### src/rtl/rv32im_br_unit_pkg.sv
// Shared widths, branch opcode encodings and the taken-decision helper
// for the branch-resolution unit.
package rv32im_br_unit_pkg;

    localparam int API_ADDR_WIDTH  = 32;
    localparam int API_DATA_WIDTH  = 32;
    localparam int BR_OPCODE_WIDTH = 3;

    localparam logic [API_ADDR_WIDTH-1:0] RESET_VECTOR = 32'h0000_0000;

    // funct3-aligned branch/jump selectors
    typedef enum logic [BR_OPCODE_WIDTH-1:0] {
        BR_OPCODE_BEQ  = 3'b000,
        BR_OPCODE_BNE  = 3'b001,
        BR_OPCODE_JAL  = 3'b010,
        BR_OPCODE_JALR = 3'b011,
        BR_OPCODE_BLT  = 3'b100,
        BR_OPCODE_BGE  = 3'b101,
        BR_OPCODE_BLTU = 3'b110,
        BR_OPCODE_BGEU = 3'b111
    } br_opcode_e;

    // Conditional-branch decision from the ALU zero flag. For BLT/BLTU the
    // ALU produces SLT/SLTU, so zero means "not less"; BGE/BGEU invert that.
    function automatic logic cond_taken(input logic [BR_OPCODE_WIDTH-1:0] opcode,
                                        input logic                       zero);
        logic taken;
        taken = 1'b0;
        case (opcode)
            BR_OPCODE_BEQ:  taken = zero;
            BR_OPCODE_BNE:  taken = ~zero;
            BR_OPCODE_BLT:  taken = ~zero;
            BR_OPCODE_BLTU: taken = ~zero;
            BR_OPCODE_BGE:  taken = zero;
            BR_OPCODE_BGEU: taken = zero;
            default:        taken = 1'b0;  // JAL/JALR encodings are never conditional
        endcase
        return taken;
    endfunction

endpackage

### src/rtl/rv32im_br_unit_cond.sv
// Combinational taken decision, target address and next-PC selection.
module rv32im_br_unit_cond
    import rv32im_br_unit_pkg::*;
(
    input  logic                       alu_zero_i,
    input  logic                       br_en_i,
    input  logic                       br_conditional_i,
    input  logic [API_ADDR_WIDTH-1:0]  exu_calc_addr,
    input  logic [BR_OPCODE_WIDTH-1:0] br_opcode_i,
    input  logic [API_ADDR_WIDTH-1:0]  curr_pc_i,
    input  logic [API_DATA_WIDTH-1:0]  imm_i,
    output logic                       taken_o,
    output logic [API_ADDR_WIDTH-1:0]  target_o,
    output logic [API_ADDR_WIDTH-1:0]  nxt_pc_o
);

    logic                      is_jalr;
    logic signed [API_DATA_WIDTH-1:0] imm_s;

    // Resolve taken, target and fallthrough; target is produced every cycle
    always_comb begin
        imm_s   = signed'(imm_i);
        is_jalr = ~br_conditional_i && (br_opcode_i == BR_OPCODE_JALR);

        // JALR clears bit 0 of the EXU address; everything else is PC-relative
        if (is_jalr)
            target_o = exu_calc_addr & ~API_ADDR_WIDTH'(1);
        else
            target_o = curr_pc_i + unsigned'(imm_s);

        if (!br_en_i)
            taken_o = 1'b0;
        else if (!br_conditional_i)
            taken_o = 1'b1;
        else
            taken_o = cond_taken(br_opcode_i, alu_zero_i);

        nxt_pc_o = taken_o ? target_o : curr_pc_i + API_ADDR_WIDTH'(4);
    end

endmodule

### src/rtl/rv32im_br_unit.sv
// Branch-resolution unit: registers the branch target and next fetch PC
// one cycle after the execute-stage inputs are presented.
module rv32im_br_unit
    import rv32im_br_unit_pkg::*;
(
    input  logic                       clk_i,
    input  logic                       rst_i,
    input  logic                       alu_zero_i,
    input  logic                       br_en_i,
    input  logic                       br_conditional_i,
    input  logic [API_ADDR_WIDTH-1:0]  exu_calc_addr,
    input  logic [BR_OPCODE_WIDTH-1:0] br_opcode_i,
    input  logic [API_ADDR_WIDTH-1:0]  curr_pc_i,
    input  logic [API_DATA_WIDTH-1:0]  imm_i,
    output logic [API_ADDR_WIDTH-1:0]  br_pc_o,
    output logic [API_ADDR_WIDTH-1:0]  nxt_pc_o
);

    logic                      taken_p0;
    logic [API_ADDR_WIDTH-1:0] target_p0;
    logic [API_ADDR_WIDTH-1:0] nxt_pc_p0;
    logic [API_ADDR_WIDTH-1:0] br_pc_p1;
    logic [API_ADDR_WIDTH-1:0] nxt_pc_p1;

    // ---- stage p0: combinational resolution ----
    rv32im_br_unit_cond u_cond (
        .alu_zero_i       (alu_zero_i),
        .br_en_i          (br_en_i),
        .br_conditional_i (br_conditional_i),
        .exu_calc_addr    (exu_calc_addr),
        .br_opcode_i      (br_opcode_i),
        .curr_pc_i        (curr_pc_i),
        .imm_i            (imm_i),
        .taken_o          (taken_p0),
        .target_o         (target_p0),
        .nxt_pc_o         (nxt_pc_p0)
    );

    // ---- stage p1: output registers; reset forces the fetch to the reset vector ----
    always_ff @(posedge clk_i or posedge rst_i) begin
        if (rst_i) begin
            br_pc_p1  <= '0;
            nxt_pc_p1 <= RESET_VECTOR;
        end else begin
            br_pc_p1  <= target_p0;
            nxt_pc_p1 <= nxt_pc_p0;
        end
    end

    assign br_pc_o  = br_pc_p1;
    assign nxt_pc_o = nxt_pc_p1;

endmodule

### config.mk
export PLATFORM = sky130hd
export DESIGN_NAME = rv32im_br_unit
export DESIGN_NICKNAME = d
export VERILOG_FILES = /design/src/rtl/rv32im_br_unit_pkg.sv /design/src/rtl/rv32im_br_unit_cond.sv /design/src/rtl/rv32im_br_unit.sv
export SDC_FILE = /design/constraint.sdc
export NUM_CORES = 1
export LEC_CHECK = 0
export BUFFER_PORTS_ARGS = -buffer_cell sky130_fd_sc_hd__buf_2
export CAP_MARGIN = 20
export CORE_ASPECT_RATIO = 1.4
export CORE_MARGIN = 3
export CORE_UTILIZATION = 54
export CTS_CLUSTER_DIAMETER = 120
export DETAILED_ROUTE_END_ITERATION = 10
export PLACE_DENSITY = 0.82
export SETUP_SLACK_MARGIN = 0.15
export SYNTH_ARGS = -nofsm -noshare
export SYNTH_HDL_FRONTEND = slang
export SYNTH_SLANG_ARGS = --single-unit
### constraint.sdc
create_clock -name clk_i -period 3.45 [get_ports clk_i]
set_input_delay 0.1725 -clock clk_i [delete_from_list [all_inputs] [get_ports clk_i]]
set_output_delay 0.1725 -clock clk_i [all_outputs]
set_load 0.03 [all_outputs]
=== Word-level counts from Yosys, hierarchy flattened ===
Cells that the tools add are included.

* Flip-flop bits (word level): 64
* Output and inout port bits: 64
* Logic and storage cells: 21

* $add $sub $neg: 2
* Bitwise operators: 2
* Eq/ne operators: 6
* Reduce and logical (&&, ||, !) cells: 4
* Muxes and demuxes: 5

{| class="wikitable"
|+ Operators by type and width
! operator !! number
|-
| 2-to-1 mux 32 bit || 2
|-
| adder 32 x 3 -> 32 bit (second input constant) || 1
|-
| adder 32 bit || 1
|-
| equality test 3 bit (second input constant) || 4
|-
| OR reduction 3 bit || 2
|-
| equality test 3 x 1 -> 1 bit (second input constant) || 1
|-
| equality test 3 x 2 -> 1 bit (second input constant) || 1
|-
| zero test 3 bit || 1
|-
| 2-to-1 mux 1 bit || 2
|-
| inverter 1 bit || 2
|-
| one-hot mux 1 bit (2 select lines) || 1
|-
| logical AND 1 bit || 1
|}

=== Longest topological paths before layout ===
* Depth in word-level cells: 6
* Depth in mapped cells: 11
* Mapped depth without buffers: 11

=== Modules after synthesis ===
Synthesis repeated with hierarchy kept, for this count alone.

* Cell total of the unflattened synthesis: 586
* Area, all modules: 4864.7 µm²

{| class="wikitable"
|+ By module, submodules not included
! module !! cells an instance !! area an instance (µm²) !! sequential area each (µm²) !! times used
|-
| rv32im_br_unit_cond || 521 || 3259.4 || 0.0 || 1
|-
| rv32im_br_unit || 65 || 1605.3 || 1601.5 || 1
|}

=== Least setup slack after synthesis ===
No wires, ideal clock.

* Path kind: input port to flip-flop
* From: input port curr_pc_i[0]
* To: register nxt_pc_p1[28], in the netlist nxt_pc_o[28]
* Buffers on the path: 0
* Stages: 11
* Slack: 0.805 ns
* Library setup time: 0.125 ns
* Data required time: 3.325 ns
* Arrival time: 2.521 ns
* Cell sequence: ha_1 -> fa_1 -> a211oi_1 -> nor4b_1 -> a211oi_1 -> nand2_1 -> a31oi_1 -> o211ai_1 -> xnor2_1 -> o21ai_1 -> mux2_2

* Longest elaborated chain between the ends: 3
* Elaborated cells on any way between the ends: 4
* Classes of those cells: add/sub: 2; mux: 2

{| class="wikitable"
|+ RTL lines
! element !! line !! text
|-
| from (decl) || rv32im_br_unit.sv:13 || <nowiki>input logic [API_ADDR_WIDTH-1:0] curr_pc_i,</nowiki>
|-
| adder 32 bit || rv32im_br_unit_cond.sv:29 || <nowiki>target_o = curr_pc_i + unsigned'(imm_s);</nowiki>
|-
| 2-to-1 mux 32 bit || rv32im_br_unit_cond.sv:26 || <nowiki>if (is_jalr)</nowiki>
|-
| named net target_p0[28] || rv32im_br_unit.sv:20 || <nowiki>logic [API_ADDR_WIDTH-1:0] target_p0;</nowiki>
|-
| 2-to-1 mux 32 bit || rv32im_br_unit_cond.sv:38 || <nowiki>nxt_pc_o = taken_o ? target_o : curr_pc_i + API_ADDR_WIDTH'(4);</nowiki>
|-
| named net nxt_pc_p0[28] || rv32im_br_unit.sv:21 || <nowiki>logic [API_ADDR_WIDTH-1:0] nxt_pc_p0;</nowiki>
|-
| to (signal assigned) || rv32im_br_unit.sv:46 || <nowiki>nxt_pc_p1 <= nxt_pc_p0;</nowiki>
|-
| to (decl) || rv32im_br_unit.sv:23 || <nowiki>logic [API_ADDR_WIDTH-1:0] nxt_pc_p1;</nowiki>
|}

The timed path passes the listed nets, and every way through them passes these cells.

=== Worst setup path after layout ===
Same ends and word-level chain as after synthesis.

==> metrics.txt <==
status finished, final reports clean; total gr overflow 0; final worst-path setup slack 0.444 ns; CP Capture Type flip-flop; Total Wirelength 13.6 mm; Slew @ Worst Pin a little over 1 ns; worst hold margin 0.0561 ns; Peak Freq 333 MHz; first-pass GRT wire length 22.3 mm; vias in the first global route 4711; CP peak stage delay 0.45 ns; pre-CTS setup slack 0.0543 ns; Post-synth EDFFs 0; CTS tree yes; worst path required time 3.66 ns; commonest non-fill, non-tap cell in the layout buf_2; antenna-violating nets left 0; fraction of layout cells with a size suffix above 1 between 20% and 30%; initial core utilization between 50% and 60%; total CTS buffers 9; primary flip-flop cell chosen by synthesis mapping dfrtp_1; Slowest cell on crit path fa_1; initial antenna violation count 0; Gate Count Post-Synth around 530; Final TNS setup 0 ns; Setup Buffers After CTS 0; fin. max-slew vios 0; top fanout value on the critical path 4; Diodes inserted 0; clock sink total 64; Avg Vias per Cell 5.74; minimum clock period 3.01 ns; WL/cell 17.1 µm; root buf cell clkbuf_16; crit path DAT around 3.2 ns; gpl congestion 0.925; RSZ-0062 raised after global routing false; utilization after layout 70.7%; Die Y 115 µm; Ys Warns 0; Net count, final 825; Fillers 661; most frequent cells in the layout 166 x buf_2, 73 x nand2_1, 64 x dfrtp_1; worst vdd ir 0.354 mV; IO Port Bufs 166; fraction of registers with async set/reset 100%; die area 0.00962 mm²; DP Wirelength between 10 and 15 mm; critical path class in2reg; Max-Cap Viols 0; # IOs 168; CTS clk-pin slew, worst paths about 0.06 ns; number of cell rows 39; Startpoint Class primary input; Tot GR Track Use 28.8%; hold crit path type in2reg; Vias 4559; DRC Markers 0; H-tree depth 3; CP bufs+invs 1; PD cells 495 mW/mm²; Synth Net Count 665; Top delay family on crit path compound AO/OA/AOI/OAI gates; Yosys cell types 54; Mapped Area roughly 0.0046 mm²; syn_area_per_cell 8.66 µm²; Die W 83.8 µm; final hold viol count 0; Period Utilization, post-route 87.1%; Layout area overhead 26.7%; P_leak 2.82 nW; core box area approximately 0.008 mm²; initial drt markers 270; register bit total from synthesis 64; crit-path cells buf_2 > ha_1 > fa_1 > a211oi_1 > nor4b_1 > a211oi_1 > nand2_1 > a31oi_2 > o211ai_1 > xnor2_1 > o21ai_1 > mux2_2; Max Root-Sink Buffers 2; largest net degree at the start of global routing 37; First-pass DRT Iterations 7; setup violators final 0; Rel. slew slack 31.9%; sequential fraction of the synthesis area 35.0%; Most common cell on crit path a211oi_1
metal layers:
metal	share of wire, %	GRT usage [%]	vias up
met5	0	0	-
li1	-	-	2209
met3	6.3	4.95	28
met1	38	31.9	2128
met4	2.8	12.7	0
met2	53	53.7	194
report_power, final:
part	total (mW)	internal, mW	switching [mW]
Combinational	1.06	0.361	0.696
Clock	0.894	0.571	0.323
Sequential	0.918	0.881	0.0362
Total	2.87	1.81	1.06
stage by stage:
stage               total power [mW]  cell area, µm²  instances
floorplan                       1.64            4570        528
global placement                1.95            5490        778
detailed placement              1.97            5490        778
CTS                             2.87            5790        794
global route                    3.01            5790        794
finish                          2.87            5790        794
flip-flops by register name (all words and copies together), names as in the netlist:
signal	flops
nxt_pc_o	32
br_pc_o	32
layout make-up:
cell class                 count  area (µm²)  share of cell area (%)
multi-input combinational    432        2860                    49.4
sequential                    64        1600                    27.6
timing repair buffer         173         886                    15.3
clock buffer                  11         243                    4.19
tap                          102         128                    2.20
clock inverter                 4        45.0                   0.777
inverter                       8        30.0                   0.518
what timing repair did:
action	4_1_cts	5_1_grt
resized for setup	0	1
hold buffers	1	0
endpoints found under the hold margin	28	0
setup endpoints to repair	0	2
cells by family after synthesis:
| kind of cell | Yosys count | share of synthesized area, % |
|---|---|---|
| AND/OR/NAND/NOR | 190 | 19.8 |
| AO/OA/AOI/OAI | 142 | 19.6 |
| flip-flops | 64 | 35.0 |
| XOR/XNOR | 54 | 10.3 |
| adder cells (fa/ha/maj) | 33 | 9.20 |
| buffers and inverters | 32 | 2.85 |
| multiplexers | 13 | 3.20 |
tightest hold or removal path, cell delays in order:
cell     delay, ns
buf_2         0.07
nand2_1       0.05
nand2_1       0.05
path summary, 6_finish.rpt:
path / startpoint / to / slack [ns] / cells past startpoint
max in group asynchronous: rst_i / nxt_pc_o[13] / 2.04 / 4
min in group asynchronous: rst_i / br_pc_o[0] / 0.48 / 3
max: curr_pc_i[0] / nxt_pc_o[28] / 0.44 / 12
min: exu_calc_addr[1] / br_pc_o[1] / 0.06 / 3
cell usage after synthesis (5+ instances only):
library cell	count	share of area [%]
nand2_1	73	6.0
dfrtp_1	64	35
a21oi_1	42	4.6
nor2_1	38	3.1
ha_1	32	8.8
xnor2_1	31	5.9
xor2_1	23	4.4
o21ai_1	22	2.4
clkbuf_1	20	1.6
nand3_1	19	2.1
and3_1	18	2.5
a21o_1	17	2.8
o21ai_0	15	1.6
a31oi_1	12	1.6
nand4_1	11	1.5
and2_1	10	1.4
mux2_2	9	2.2
inv_1	7	0.57
o21a_1	5	0.82
No activity file was read; power rests on OpenSTA's default activity.
